--- src/rtl/bram_arb_pkg.sv ---
// bram_arb_pkg: shared types for the BRAM port arbiter and its read-tag pipe
package bram_arb_pkg;
  localparam int DEF_RD_LATENCY = 1;
  typedef enum logic {OWN_I = 1'b0, OWN_D = 1'b1} owner_e;
  typedef enum logic {ST_NORMAL = 1'b0, ST_BOOST = 1'b1} arb_state_e;
  typedef struct packed {
    logic   valid;
    owner_e owner;
  } tag_t;
endpackage

--- src/rtl/bram_port_arbiter_tag_pipe.sv ---
// arb_tag_pipe: delays read tags by the BRAM read latency so data returns to its owner
module arb_tag_pipe
  import bram_arb_pkg::*;
#(
  parameter int RD_LATENCY = DEF_RD_LATENCY
) (
  input  logic iwClk,
  input  logic iwnRst,
  input  tag_t iwTag,
  output tag_t owTag
);
  tag_t [RD_LATENCY-1:0] pipe_q, pipe_d;
  always_comb begin
    pipe_d[0] = iwTag;
    for (int i = 1; i < RD_LATENCY; i++) pipe_d[i] = pipe_q[i-1];
  end
  always_ff @(posedge iwClk or negedge iwnRst)
    if (!iwnRst) pipe_q <= '0;
    else pipe_q <= pipe_d;
  assign owTag = pipe_q[RD_LATENCY-1];
endmodule

--- src/rtl/bram_port_arbiter.sv ---
// bram_port_arbiter: shares one BRAM between fetch (read) and load/store, D-priority with I starvation guard
module bram_port_arbiter
  import bram_arb_pkg::*;
#(
  parameter int RD_LATENCY = DEF_RD_LATENCY,
  parameter int STARVE_MAX = 4
) (
  input  logic        iwClk,
  input  logic        iwnRst,
  input  logic        iwIReq,
  input  logic [31:0] iwIAddr,
  output logic        owIGnt,
  output logic        owIRvalid,
  output logic [31:0] owIRdata,
  input  logic        iwDReq,
  input  logic        iwDWe,
  input  logic [31:0] iwDAddr,
  input  logic [31:0] iwDWdata,
  input  logic [3:0]  iwDWstrb,
  output logic        owDGnt,
  output logic        owDRvalid,
  output logic [31:0] owDRdata,
  output logic [31:0] owMemReadAddr,
  output logic [31:0] owMemWriteAddr,
  output logic [31:0] owMemWriteData,
  output logic [3:0]  owMemWstrb,
  input  logic [31:0] iwMemReadData
);
  localparam int CW = $clog2(STARVE_MAX + 1);
  arb_state_e    state_q, state_d;
  logic [CW-1:0] starve_q, starve_d;
  logic [31:0]   raddr_q, raddr_d, irdata_q, irdata_d, drdata_q, drdata_d;
  logic          store, load, raw, i_gnt, d_rd_gnt, i_ret, d_ret;
  tag_t          tag_in, tag_out;
  // grants are gated by reset so every output reads 0 while iwnRst is low
  assign store = iwnRst & iwDReq & iwDWe;
  assign load  = iwnRst & iwDReq & ~iwDWe;
  assign raw   = store & (iwIAddr[31:2] == iwDAddr[31:2]);
  always_ff @(posedge iwClk or negedge iwnRst)
    if (!iwnRst) begin
      state_q  <= ST_NORMAL;
      starve_q <= '0;
    end else begin
      state_q  <= state_d;
      starve_q <= starve_d;
    end
  always_comb begin
    state_d  = i_gnt ? ST_NORMAL : (iwIReq & (starve_q == CW'(STARVE_MAX - 1))) ? ST_BOOST : state_q;
    starve_d = i_gnt ? '0 : (iwIReq & (starve_q != CW'(STARVE_MAX))) ? starve_q + 1'b1 : starve_q;
  end
  always_comb begin
    i_gnt    = iwnRst & iwIReq & ~raw & (~load | (state_q == ST_BOOST));
    d_rd_gnt = load & ~i_gnt;
  end
  always_comb begin
    raddr_d      = i_gnt ? iwIAddr : d_rd_gnt ? iwDAddr : raddr_q;
    tag_in.valid = i_gnt | d_rd_gnt;
    tag_in.owner = i_gnt ? OWN_I : OWN_D;
    i_ret        = tag_out.valid & (tag_out.owner == OWN_I);
    d_ret        = tag_out.valid & (tag_out.owner == OWN_D);
    irdata_d     = i_ret ? iwMemReadData : irdata_q;
    drdata_d     = d_ret ? iwMemReadData : drdata_q;
  end
  always_ff @(posedge iwClk or negedge iwnRst)
    if (!iwnRst) begin
      raddr_q  <= '0;
      irdata_q <= '0;
      drdata_q <= '0;
    end else begin
      raddr_q  <= raddr_d;
      irdata_q <= irdata_d;
      drdata_q <= drdata_d;
    end
  arb_tag_pipe #(.RD_LATENCY(RD_LATENCY)) u_pipe (
    .iwClk (iwClk),
    .iwnRst(iwnRst),
    .iwTag (tag_in),
    .owTag (tag_out)
  );
  assign owIGnt         = i_gnt;
  assign owDGnt         = store | d_rd_gnt;
  assign owMemReadAddr  = raddr_d;
  assign owMemWriteAddr = store ? iwDAddr : '0;
  assign owMemWriteData = store ? iwDWdata : '0;
  assign owMemWstrb     = store ? iwDWstrb : '0;
  assign owIRvalid      = i_ret;
  assign owDRvalid      = d_ret;
  assign owIRdata       = irdata_d;
  assign owDRdata       = drdata_d;
endmodule
--- config.mk ---
export PLATFORM = sky130hd
export DESIGN_NAME = bram_port_arbiter
export DESIGN_NICKNAME = d
export VERILOG_FILES = /design/src/rtl/bram_arb_pkg.sv /design/src/rtl/bram_port_arbiter_tag_pipe.sv /design/src/rtl/bram_port_arbiter.sv
export SDC_FILE = /design/constraint.sdc
export NUM_CORES = 1
export LEC_CHECK = 0
export ABC_AREA = 1
export CAP_MARGIN = 20
export CORE_MARGIN = 2
export CORE_UTILIZATION = 35
export CTS_CLUSTER_DIAMETER = 40
export DETAILED_ROUTE_END_ITERATION = 8
export PLACE_DENSITY = 0.78
export RECOVER_POWER = 25
export SYNTH_ARGS = -nofsm -noshare
export SYNTH_HDL_FRONTEND = slang
export SYNTH_SLANG_ARGS = --single-unit
--- constraint.sdc ---
create_clock -name iwClk -period 1.4 [get_ports iwClk]
set_input_delay 0.14 -clock iwClk [delete_from_list [all_inputs] [get_ports iwClk]]
set_output_delay 0.14 -clock iwClk [all_outputs]
set_load 0.005 [all_outputs]
==> run_results.csv <==
group,metric,value,unit
global_routing,grt_pass1_wl,32.4,mm
sta,max-slew-margin-rel,32.7,%
clock_network,htreeDepth,3,
floorplanning,core_area,0.0146,sq mm
sta,drv_slew,0,
yosys,synth.top_cell.area_share,48.6,%
yosys,ys.flop_type,"dfrtp_1",
worst_setup_path,critPathSlowestCell,"dfrtp_1",
sta,tightest_slew,1.01,ns
worst_setup_path,r2r-end,"raddr_q[28]",
yosys,syn-cell-area,0.00525,sq mm
drt,routed_wirelength,27.8,mm
floorplanning,start_util,36.0,%
drt,wire_per_inst,19.5,um
layout,area_delta_synth_final,129,%
floorplanning,die_y,127,um
clock_network,cts_buffers,9,
worst_setup_path,required,1.26,ns
place,gp_congestion,0.846,
yosys,netlist_instances,713,
sta,period_share,145,%
worst_setup_path,startpoint,"state_q",
drt,drc_errors,0,
yosys,seq_area_frac_synth,48.6,%
sta,setup_viol,170,
yosys,syn-mean-instance-area,7.37,sq um
floorplanning,die_w,127,um
global_routing,grt_pass1_vias,6361,
status,status,"complete, but fails checks",
drt,drt-pass1-iter-count,5,
min_path,hold_start,"iwDWe",
yosys,synth_cell_types,24,
yosys,synth_most_common_cell,"nand2_1",
layout,drive_above_1_share,53.5,%
worst_setup_path,reg2reg_slack,-0.28,ns
clock_network,worstSkewPairLatency,0.36,ns
place,post-dp-hpwl,14.7,mm
worst_setup_path,cp_max_fo,6,
worst_setup_path,endpoint,"owMemReadAddr[6]",
yosys,ys_ff_latch,102,
drt,drtIter0Drc,488,
place,placed_cells,1297,
pwr,vdd_ir_drop_max,738,uV
clock_network,cts_sinks,102,
worst_setup_path,cpMostUsedCell,"nand2_1",
status,violations,"setup timing",
clock_network,clockBufferDepth,2,
global_routing,grt.total_usage,25.9,%
sta,skew,0.0189,ns
yosys,ys.warnings.count,0,
pwr,cellPowerDensity,1030,mW/mm^2
yosys,synth.area.top_cells,"dfrtp_1 49%, nand2_1 14%, o21ai_0 9.1%",
floorplanning,fp.dieArea,0.0160,sq mm
sta,finalCriticalPeriod,2.03,ns
sta,rsz0062_at_grt,"true",
global_routing,grt_start_max_net_pins,72,
worst_setup_path,critPathCaptureType,"output port",
sta,fin_ws,-0.630,ns
worst_setup_path,timing.rr.start,"state_q",
worst_setup_path,rr_worst_depth,9,
worst_setup_path,critical_path.max_stage_delay,0.36,ns
pwr,finalPower,12.4,mW
layout,design_area,0.0120,sq mm
floorplanning,fp-row-count,44,
clock_network,tritoncts,"done",
clock_network,cts.clk_slew.worst_paths,0.07,ns
layout,fin_nets,1379,
run,maxCapViolations,0,
clock_network,cts-root-buf,"clkbuf_16",
sta,fmax,0.493,GHz
worst_setup_path,cp-start-kind,"flip-flop",
pwr,p_leak,7.23,nW
layout,stdcell_count,1429,
drt,vias,7132,
place,place_area,0.00941,sq mm
yosys,synth_edf_count,0,
yosys,netlist_top_cells_count,"198 x nand2_1, 115 x inv_1, 102 x dfrtp_1",
yosys,async_reset_ff_share,100,%
sta,hold_violations,0,
global_routing,globalRouteOverflowTotal,0,
place,io_buffers,304,
drt,ant_nets,0,
global_routing,grt_antenna_before_repair,2,
drt,avgViaCountPerCell,4.99,
sta,timing.hold.ws,0.0324,ns
worst_setup_path,path_cells,"inv_2 -> o211ai_1 -> buf_6 -> buf_12 -> nand2_2 -> o21ai_1 -> nand2_1 -> nand2_1 -> clkbuf_2",
yosys,synth_top_area_cell,"dfrtp_1",
floorplanning,ios,305,
worst_setup_path,crit_type,"reg -> out",
worst_setup_path,crit_arrival,1.89,ns
min_path,min_path_type,"in -> reg",
yosys,syn_nets,853,
worst min-delay path by stage:
stage / to / slack, ns / depth (start not counted)
3_3_place_gp: state_q / 0.22 / 2
6_report: u_pipe.owTag[1] / 0.03 / 2
3_5_place_dp: raddr_q[1] / 0.23 / 2
4_1_cts: raddr_q[29] / 0.05 / 2
2_1_floorplan: drdata_q[0] / -0.16 / 0
5_1_grt: u_pipe.owTag[1] / 0.02 / 2
flip-flops by register name, indices dropped and copies added (netlist names):
signal        flops
raddr_q          32
u_pipe.owTag      2
drdata_q         32
starve_q          3
irdata_q         32
state_q           1
repair_timing:
action	4_1_cts	5_1_grt
hold endpoints to repair	31	0
hold buffers	1	0
endpoints found under the setup margin	205	207
cloned	7	13
pin swaps	49	73
buffers inserted	34	77
gates resized for setup	550	621
layout make-up:
type	instances	area, sq um
repair buffers	550	5170
flip-flops and latches	102	2550
clock inverters	7	56.3
fillers	827	2560
clock buffers	9	225
multi-input cells	456	3320
well taps	184	230
inverters	120	470
diodes	1	2.50
worst max-delay path: cells and delay by family, from the launching register on:
family / cells / cell delay, ns
simple gates: 3 / 0.23
flops: 1 / 0.36
compound gates: 2 / 0.36
buf+inv: 4 / 0.58
cells by family after synthesis:
| kind of cell | share of synthesized area, % |
|---|---|
| AND/OR/NAND/NOR | 24.8 |
| buffers and inverters | 12.0 |
| flip-flops | 48.6 |
| AO/OA/AOI/OAI | 9.81 |
| XOR/XNOR | 3.84 |
| adder cells (fa/ha/maj) | 0.715 |
| multiplexers | 0.214 |
cells in the final DEF, fill, tap and decap left out, drive strengths merged, types with 33 or more instances in the layout:
cell and instances:
dfrtp 102, clkdlybuf4s50 72, o21ai 97, dlymetal6s2s 62, buf 315, inv 121
nand3 33, nor2 86, nand2 209, clkbuf 89
layer usage:
layer / global-route usage, % / part of all wire (%) / wire length [um] / vias up
met1: 28.5 / 35 / 9750 / 3478
met5: 0 / 0.025 / 7 / -
met4: 9.05 / 3.8 / 1060 / 2
li1: - / - / - / 3214
met2: 48.1 / 53 / 14700 / 352
met3: 6.54 / 8.4 / 2340 / 86
power by group:
part	internal [mW]	total (mW)	switching [mW]	leakage (nW)
combinational	3.15	5.78	2.63	5.83
clock	1.24	2.51	1.27	0.142
sequential	3.60	4.08	0.474	1.26
through the flow:
| stage | worst slack [ns] | TNS, ns | utilization [%] |
|---|---|---|---|
| after floorplan | 0.0515 | 0 | - |
| after global placement | -1.06 | -114.10 | 64.5 |
| after detailed placement | -1.13 | -118.92 | 64.5 |
| after CTS | -0.524 | -55.34 | 69.8 |
| after global routing | -0.741 | -59.98 | 82.4 |
| final | -0.630 | -48.87 | 82.5 |
Power figures use the tool's default switching activity.
